==> src/rtl/i2c_spi_pkg.sv <==
// Shared definitions for the I2C-bridge / local SPI transfer scheduler:
// SPI master register map, CTRL/STATUS bit positions and the scheduler FSM states.
package i2c_spi_pkg;

  // SPI master register addresses
  localparam logic [1:0] ADDR_TXDATA = 2'd0;
  localparam logic [1:0] ADDR_CTRL   = 2'd1;
  localparam logic [1:0] ADDR_STATUS = 2'd2;
  localparam logic [1:0] ADDR_RXDATA = 2'd3;

  // CTRL register fields
  localparam int CTRL_GO_BIT = 0;
  localparam int CTRL_SS_LSB = 1;
  localparam int CTRL_SS_MSB = 2;

  // STATUS register fields
  localparam int STATUS_BUSY_BIT = 0;

  typedef enum logic [2:0] {
    IDLE    = 3'd0,
    WR_TX   = 3'd1,
    WR_CTRL = 3'd2,
    POLL    = 3'd3,
    RD_RX   = 3'd4,
    DONE    = 3'd5
  } xfer_state_e;

  // CTRL value that starts a transfer on the given slave select
  function automatic logic [7:0] ctrl_word(input logic [1:0] ss);
    logic [7:0] w;
    w = 8'h00;
    w[CTRL_SS_MSB:CTRL_SS_LSB] = ss;
    w[CTRL_GO_BIT] = 1'b1;
    return w;
  endfunction

  // Requester index to its ack_o bit
  function automatic logic [1:0] owner_onehot(input logic idx);
    return idx ? 2'b10 : 2'b01;
  endfunction

endpackage

==> src/rtl/i2c_spi_rr_arb.sv <==
// Two-way round-robin arbiter. A sole requester always wins; on a tie the
// requester that was not granted last time wins. After reset requester 0
// holds the tie-break.
module i2c_spi_rr_arb (
  input  logic       clk,
  input  logic       rst,
  input  logic [1:0] req,
  input  logic       take,
  output logic       grant_valid,
  output logic       grant_idx
);

  logic prio_q;  // requester index that wins a tie

  // Grant decision from current requests and the tie-break pointer
  always_comb begin
    grant_valid = |req;
    if (req == 2'b11) begin
      grant_idx = prio_q;
    end else begin
      grant_idx = req[1];
    end
  end

  // Hand the tie-break to the other requester whenever a grant is consumed
  always_ff @(posedge clk) begin
    if (rst) begin
      prio_q <= 1'b0;
    end else if (take && grant_valid) begin
      prio_q <= ~grant_idx;
    end
  end

endmodule

==> src/rtl/i2c_spi_xfer_sched.sv <==
// Schedules single-byte SPI transfers for two requesters (I2C bridge and local)
// onto a Wishbone classic SPI master: write TXDATA, write CTRL with go, poll
// STATUS until not busy (bounded by POLL_LIMIT), read RXDATA, then ack the owner.
//
// state   | meaning
// --------+-------------------------------------------------------------
// IDLE    | bus idle, arbitrate pending requests
// WR_TX   | write latched TX byte to TXDATA
// WR_CTRL | write {ss, go} to CTRL to launch the SPI shift
// POLL    | read STATUS until busy clears or the poll limit is reached
// RD_RX   | read received byte from RXDATA
// DONE    | one-cycle ack_o (and err_o on timeout) to the owner
module i2c_spi_xfer_sched
  import i2c_spi_pkg::*;
#(
  parameter int POLL_LIMIT = 255
) (
  input  logic        i2c_wb_clk_i,
  input  logic        i2c_wb_rst_i,
  input  logic [1:0]  req_i,
  input  logic [15:0] req_tx_i,
  input  logic [3:0]  req_ss_i,
  output logic [1:0]  ack_o,
  output logic        err_o,
  output logic [7:0]  rx_data_o,
  output logic        busy_o,
  output logic        wbm_cyc_o,
  output logic        wbm_stb_o,
  output logic        wbm_we_o,
  output logic [1:0]  wbm_adr_o,
  output logic [7:0]  wbm_dat_o,
  input  logic [7:0]  wbm_dat_i,
  input  logic        wbm_ack_i
);

  // Poll counter value seen on the last permitted STATUS read
  localparam logic [7:0] POLL_LAST = 8'(POLL_LIMIT - 1);

  xfer_state_e state_q;
  logic        owner_q;
  logic [1:0]  ss_q;
  logic [7:0]  poll_cnt_q;

  logic        grant_valid;
  logic        grant_idx;
  logic        arb_take;

  assign arb_take = (state_q == IDLE);

  i2c_spi_rr_arb u_arb (
    .clk         (i2c_wb_clk_i),
    .rst         (i2c_wb_rst_i),
    .req         (req_i),
    .take        (arb_take),
    .grant_valid (grant_valid),
    .grant_idx   (grant_idx)
  );

  // Transfer sequencer; all bus and status outputs are registered here
  always_ff @(posedge i2c_wb_clk_i) begin
    if (i2c_wb_rst_i) begin
      state_q    <= IDLE;
      owner_q    <= 1'b0;
      ss_q       <= 2'b00;
      poll_cnt_q <= 8'd0;
      wbm_cyc_o  <= 1'b0;
      wbm_stb_o  <= 1'b0;
      wbm_we_o   <= 1'b0;
      wbm_adr_o  <= ADDR_TXDATA;
      wbm_dat_o  <= 8'h00;
      ack_o      <= 2'b00;
      err_o      <= 1'b0;
      rx_data_o  <= 8'h00;
      busy_o     <= 1'b0;
    end else begin
      ack_o <= 2'b00;
      err_o <= 1'b0;
      case (state_q)
        IDLE: begin
          if (grant_valid) begin
            state_q    <= WR_TX;
            owner_q    <= grant_idx;
            ss_q       <= grant_idx ? req_ss_i[3:2] : req_ss_i[1:0];
            poll_cnt_q <= 8'd0;
            wbm_cyc_o  <= 1'b1;
            wbm_stb_o  <= 1'b1;
            wbm_we_o   <= 1'b1;
            wbm_adr_o  <= ADDR_TXDATA;
            wbm_dat_o  <= grant_idx ? req_tx_i[15:8] : req_tx_i[7:0];
            busy_o     <= 1'b1;
          end
        end

        WR_TX: begin
          if (wbm_ack_i) begin
            state_q   <= WR_CTRL;
            wbm_adr_o <= ADDR_CTRL;
            wbm_dat_o <= ctrl_word(ss_q);
          end
        end

        WR_CTRL: begin
          if (wbm_ack_i) begin
            state_q   <= POLL;
            wbm_we_o  <= 1'b0;
            wbm_adr_o <= ADDR_STATUS;
            wbm_dat_o <= 8'h00;
          end
        end

        POLL: begin
          if (wbm_ack_i) begin
            if (!wbm_dat_i[STATUS_BUSY_BIT]) begin
              state_q   <= RD_RX;
              wbm_adr_o <= ADDR_RXDATA;
            end else begin
              poll_cnt_q <= poll_cnt_q + 8'd1;
              // Still busy on the last allowed read: give up without RXDATA
              if (poll_cnt_q == POLL_LAST) begin
                state_q   <= DONE;
                wbm_cyc_o <= 1'b0;
                wbm_stb_o <= 1'b0;
                wbm_adr_o <= ADDR_TXDATA;
                ack_o     <= owner_onehot(owner_q);
                err_o     <= 1'b1;
                rx_data_o <= 8'h00;
              end
            end
          end
        end

        RD_RX: begin
          if (wbm_ack_i) begin
            state_q   <= DONE;
            wbm_cyc_o <= 1'b0;
            wbm_stb_o <= 1'b0;
            wbm_adr_o <= ADDR_TXDATA;
            ack_o     <= owner_onehot(owner_q);
            rx_data_o <= wbm_dat_i;
          end
        end

        DONE: begin
          state_q <= IDLE;
          busy_o  <= 1'b0;
        end

        default: begin
          state_q   <= IDLE;
          wbm_cyc_o <= 1'b0;
          wbm_stb_o <= 1'b0;
          wbm_we_o  <= 1'b0;
          busy_o    <= 1'b0;
        end
      endcase
    end
  end

endmodule

==> config.mk <==
export PLATFORM = sky130hd
export DESIGN_NAME = i2c_spi_xfer_sched
export DESIGN_NICKNAME = d
export VERILOG_FILES = /design/src/rtl/i2c_spi_pkg.sv /design/src/rtl/i2c_spi_rr_arb.sv /design/src/rtl/i2c_spi_xfer_sched.sv
export SDC_FILE = /design/constraint.sdc
export NUM_CORES = 1
export LEC_CHECK = 0
export ABC_AREA = 1
export BUFFER_PORTS_ARGS = -buffer_cell sky130_fd_sc_hd__buf_2
export CAP_MARGIN = 20
export CORE_MARGIN = 4
export CORE_UTILIZATION = 51
export DETAILED_ROUTE_END_ITERATION = 12
export GPL_TIMING_DRIVEN = 0
export PLACE_DENSITY = 0.89
export REMOVE_ABC_BUFFERS = 1
export SLEW_MARGIN = 10
export SYNTH_ARGS = -nofsm -noshare
export SYNTH_HDL_FRONTEND = slang
export SYNTH_HIERARCHICAL = 1
export SYNTH_SLANG_ARGS = --single-unit
export TNS_END_PERCENT = 5
==> constraint.sdc <==
create_clock -name i2c_wb_clk_i -period 1.85 [get_ports i2c_wb_clk_i]
set_clock_uncertainty 0.2 [all_clocks]
set_input_delay 0 -clock i2c_wb_clk_i [delete_from_list [all_inputs] [get_ports i2c_wb_clk_i]]
set_output_delay 0 -clock i2c_wb_clk_i [all_outputs]
set_load 0.01 [all_outputs]
==> Yosys cells after proc, flatten, opt, wreduce, memory -nomap -nowiden <==
Cells that the tools add are included.
{ "op_classes": {"add_sub_neg": 1, "eq_ne": 15, "n_mux": 47, "bitwise": 7, "n_reduce_logical": 20} }
{ "op_table": {"columns": ["operator", "n"], "rows": [
  ["$mux W8", 11],
  ["$pmux W8 S2", 2],
  ["$mux W2", 13],
  ["$pmux W8 S3", 1],
  ["$mux W3", 7],
  ["$pmux W3 S5", 1],
  ["$ne A2 B2 Y1 const B", 7],
  ["$reduce_and A6 Y1", 2],
  ["$reduce_or A4 Y1", 3],
  ["$pmux W2 S5", 1],
  ["$add A8 B1 Y8 const B", 1],
  ["$eq A8 B8 Y1 const B", 1],
  ["$reduce_and A4 Y1", 2],
  ["$mux W1", 7],
  ["$not A1 Y1", 7],
  ["$reduce_and A7 Y1", 1],
  ["$eq A3 B2 Y1 const B", 2],
  ["$eq A3 B3 Y1 const B", 2],
  ["$reduce_and A5 Y1", 1],
  ["$reduce_bool A5 Y1", 1],
  ["$pmux W1 S4", 1],
  ["$pmux W2 S2", 1],
  ["$reduce_and A2 Y1", 2],
  ["$reduce_bool A2 Y1", 2],
  ["11 further kinds", 11]
]} }
{ "totals": {"regBits": 39, "in_bits": 33, "out_inout_bits": 25} }

==> Longest topological paths before layout <==
{ "depth": {"word_depth": 5, "mapped_depth": 11, "ltp_nobuf": 11} }

==> Modules after synthesis <==
Netlist, hierarchy kept.
{ "modules_own_cells": {"columns": ["mod", "n_inst", "cells_each", "area_per_inst_um2", "seq_area_each_um2"], "rows": [
  ["i2c_spi_xfer_sched", 1, 281, 1948.1, 760.7],
  ["i2c_spi_rr_arb", 1, 8, 58.8, 20.0]
]} }

==> Worst setup path before layout <==
No wires, ideal clock.
{ "synth_path": {"path_type": "reg2reg", "from": "register u_arb.prio_q", "to": "register wbm_dat_o[7]", "setup_ns": 0.067, "arrival_time_ns": 1.202, "t_required_ns": 1.583, "slack_ns": 0.381, "path_stages_with_launch": 8, "synth_period_minus_slack_ns": 1.469, "cell_sequence": "dfxtp_1 -> inv_2 -> a21boi_1 -> clkbuf_1 -> nand2_1 -> a21oi_1 -> nand2_1 -> a21oi_2"} }
{ "synth_via": {"elab_chain_len": 4} }
{ "synth_rtl": {"columns": ["item", "line_no", "rtl"], "rows": [
  ["start: declaration", "i2c_spi_rr_arb.sv:13", "logic prio_q;"],
  ["start signal: assignment", "i2c_spi_rr_arb.sv:30", "prio_q <= ~grant_idx;"],
  ["$mux W1", "i2c_spi_rr_arb.sv:18", "if (req == 2'b11) begin"],
  ["via grant_idx", "i2c_spi_xfer_sched.sv:45", "logic grant_idx;"],
  ["$mux W8", "i2c_spi_xfer_sched.sv:89", "wbm_dat_o <= grant_idx ? req_tx_i[15:8] : req_tx_i[7:0];"],
  ["$mux W8", "i2c_spi_xfer_sched.sv:80", "if (grant_valid) begin"],
  ["$pmux W8 S3", "i2c_spi_xfer_sched.sv:78", "case (state_q)"],
  ["end signal: assignment", "i2c_spi_xfer_sched.sv:89", null],
  ["end signal: assignment", "i2c_spi_xfer_sched.sv:98", "wbm_dat_o <= ctrl_word(ss_q);"],
  ["end: declaration", "i2c_spi_xfer_sched.sv:31", "output logic [7:0] wbm_dat_o,"]
]} }
The timed path passes the listed nets, and every way through them passes these cells. The select of a mux whose other input is x is not followed.
A chain may end at the register's enable or synchronous reset.

==> Worst setup path after layout <==
{ "layout_path": {"from": "register u_arb.prio_q", "to": "register ss_q[0]"} }
{ "layout_via": {"elab_chain_len": 2} }
{ "layout_rtl": {"columns": ["item", "line_no", "rtl"], "rows": [
  ["$mux W1", "i2c_spi_rr_arb.sv:18", null],
  ["via grant_idx", "i2c_spi_xfer_sched.sv:45", null],
  ["$mux W2", "i2c_spi_xfer_sched.sv:83", "ss_q <= grant_idx ? req_ss_i[3:2] : req_ss_i[1:0];"],
  ["end signal: assignment", "i2c_spi_xfer_sched.sv:83", null],
  ["end: declaration", "i2c_spi_xfer_sched.sv:41", "logic [1:0] ss_q;"]
]} }
The timed path passes the listed nets, and every way through them passes these cells.

==> flow_metrics.py <==
metrics = {
    "pwr": {
        "totalPowerFinal_mw": 4.32,
        "p_per_area_nw_per_um2": 1510,
        "peakVddDrop_v": 0.000925,
        "power_leakage_nw": 1.30,
    },
    "final_layout": {
        "syn_to_final_growth_pct": 42.5,
        "layout_common_cells": "83 x nand2_1, 57 x buf_2, 36 x dfxtp_1, 34 x dlygate4sd3_1",
        "instances_no_fill": 435,
        "final_common_cell": "nand2_1",
        "final_util_pct": 76.4,
        "stdcell_area_um2": 2860,
        "drive_above_1_share_pct": 28.9,
        "diodes": 0,
        "layout.nets": 421,
    },
    "cts": {
        "clkSinkCount": 39,
        "clockRootBuffer": "clkbuf_8",
        "clk_latency_ns": 0.31,
        "clk_path_buf_depth": 2,
        "tritoncts": "yes",
        "htreeDepth": 2,
        "cts_made_buffers": 5,
        "clk_pin_slew_ns": 0.09,
    },
    "floorplanning": {
        "die-area_um2": 5000,
        "die_h_um": 70.7,
        "rows": 22,
        "initial_utilization_pct": 53.6,
        "die_w_um": 70.7,
        "pin_count": 58,
        "core_area_um2": 3740,
    },
    "timing": {
        "relSlewSlack_pct": 69.9,
        "worst_slew_pin_slew_ns": 0.451,
        "layout_min_cycle_time_ns": 1.88,
        "fin_crit_sh_pct": 102,
        "maxSlewViolCount": 0,
        "hold_violations": 0,
        "worst_slack_ns": -0.0296,
        "grt_setup_unrepaired": "yes",
        "setup_viol": 2,
        "fmax_mhz": 532,
    },
    "critical_path": {
        "worstSetupStartpoint": "u_arb/prio_q$_SDFFE_PP0P_",
        "cp.arrival_ns": 1.91,
        "criticalPathCategory": "reg -> reg",
        "end_kind": "flip-flop",
        "worstRegToRegCells": 5,
        "path_max_fanout": 7,
        "r2r_slack_ns": -0.03,
        "start_kind": "flip-flop",
        "rr_startpoint": "u_arb/prio_q$_SDFFE_PP0P_",
        "r2r-end": "ss_q[0]$_SDFFE_PP0P_",
        "cp_data_required_time_ns": 1.88,
        "critical_path.endpoint": "ss_q[0]$_SDFFE_PP0P_",
    },
    "yosys": {
        "syn_area_um2": 2010,
        "syn_inst": 289,
        "ys_warn_count": 6,
        "synth_enable_flop_cells": 0,
        "syn_avg_cell_area_um2": 6.94,
        "ys_seq_elements": 39,
        "ys_seq_area_share_pct": 38.9,
        "synthArstFlopShare_pct": 0,
        "synth_cell_types": 32,
        "ys.flop_type": "dfxtp_1",
    },
    "placed_design": {
        "place.port_buffers": 57,
        "gp_congestion": 0.848,
        "placed_area_um2": 2290,
        "dp_hpwl_mm": 3.43,
        "dp_cells": 386,
    },
    "grt": {
        "overflow": 0,
        "grt_pass1_vias": 2510,
        "grt_first_pass_wirelength_mm": 11.6,
        "antenna_found_initial": 0,
        "track_usage_pct": 29.1,
        "grt_start_max_net_pins": 20,
    },
    "flow_run": {
        "max_cap_viol_count": 0,
    },
    "run_status": {
        "violations": "setup timing",
        "status": "finished with violations",
    },
    "hold_path": {
        "hp-class": "reg -> reg",
        "hold_path_depth": 1,
    },
    "routing": {
        "first_pass_iters": 5,
        "wl_mm": 7.64,
        "routed_via_density": 5.97,
        "drt_first_iter_violations": 243,
        "wl_per_cell_um": 17.6,
        "drc": 0,
        "antenna_left": 0,
        "via_count": 2597,
    },
}
through the flow:
stage	setup WS (ns)	hold WS, ns	TNS [ns]
3_5_place_dp	-0.542	0.0630	-4.54
3_3_place_gp	-0.512	0.0570	-4.21
2_1_floorplan	-0.0184	-0.138	-0.0232
5_1_grt	-0.0726	0.247	-0.197
6_report	-0.0296	0.237	-0.0566
4_1_cts	0.0105	0.236	0
report_power, final:
part           leakage [nW]  switching, mW  internal, mW
Clock                0.0618          0.334         0.444
Combinational         0.920           1.48         0.778
Sequential            0.320          0.221          1.06
routing by layer:
metal | track usage [%] | wire length, µm | vias to the layer above
li1 | - | - | 1130
met1 | 32.2 | 2790 | 1145
met2 | 47.1 | 3340 | 262
met3 | 9.94 | 951 | 60
met4 | 19.4 | 563 | 0
met5 | 0 | 0 | -
worst min-delay path by stage:
stage | start | to | slack [ns]
finish | owner_q$_SDFFE_PP0P_ | ack_o[0]$_SDFF_PP0_ | 0.24
floorplan | i2c_wb_rst_i | u_arb/prio_q$_SDFFE_PP0P_ | -0.14
global placement | wbm_dat_i[7] | rx_data_o[7]$_SDFFE_PP0P_ | 0.06
detailed placement | wbm_dat_i[2] | rx_data_o[2]$_SDFFE_PP0P_ | 0.06
global route | owner_q$_SDFFE_PP0P_ | ack_o[0]$_SDFF_PP0_ | 0.25
CTS | owner_q$_SDFFE_PP0P_ | ack_o[0]$_SDFF_PP0_ | 0.24
layout make-up:
cell class                 count  area (µm²)
clock buffer                   6        82.6
clock inverter                 2        38.8
fill                         217         883
inverter                      23        96.3
multi-input combinational    219        1120
sequential                    39         785
tap                           48        60.1
timing repair buffer          98         678
registers in the layout, summed over array words and instances (netlist names):
name / cells
poll_cnt_q: 8
rx_data_o: 8
wbm_dat_o: 8
state_q: 3
ack_o: 2
ss_q: 2
wbm_adr_o: 2
busy_o: 1
err_o: 1
owner_q: 1
u_arb/prio_q: 1
wbm_stb_o: 1
wbm_we_o: 1
worst max-delay path, cell delays in order (launching register included):
cell           delay [ns]
dfxtp_1              0.36
inv_2                0.06
a21boi_4             0.30
nand2_1              0.09
dlygate4sd3_1        0.59
a31oi_1              0.22
cell families after synthesis:
kind of cell	share of synthesized area, %
xor gates and xnor gates	0.873
DFF	38.9
buffers and inverters	7.23
AOI/OAI and AO/OA	14.7
and+or+nand+nor	37.1
adders and majority gates	1.25
repair_timing:
action | in CTS | in global routing
pin swaps | 0 | 2
hold endpoints to repair | 32 | 0
endpoints found under the setup margin | 10 | 17
buffers inserted | 0 | 7
gates resized for setup | 5 | 12
hold buffers | 34 | 0
cells in the mapped netlist (3+ instances only):
cell type | instances | area share, %
o21bai_1 | 3 | 1.1
nand3_2 | 3 | 1.5
buf_6 | 3 | 1.7
nand4_1 | 4 | 1.2
o21ai_1 | 4 | 1.0
inv_1 | 16 | 3.0
nor2_1 | 32 | 6.0
a21oi_1 | 32 | 8.0
nand2_4 | 3 | 1.7
nand2_2 | 5 | 1.6
a21oi_2 | 3 | 1.3
nor2_2 | 3 | 0.94
inv_2 | 6 | 1.1
dfxtp_1 | 39 | 39
nor2_4 | 4 | 2.2
nand3_1 | 13 | 3.2
o21ai_0 | 9 | 2.2
nand2_1 | 85 | 16
Power figures use the tool's default switching activity.
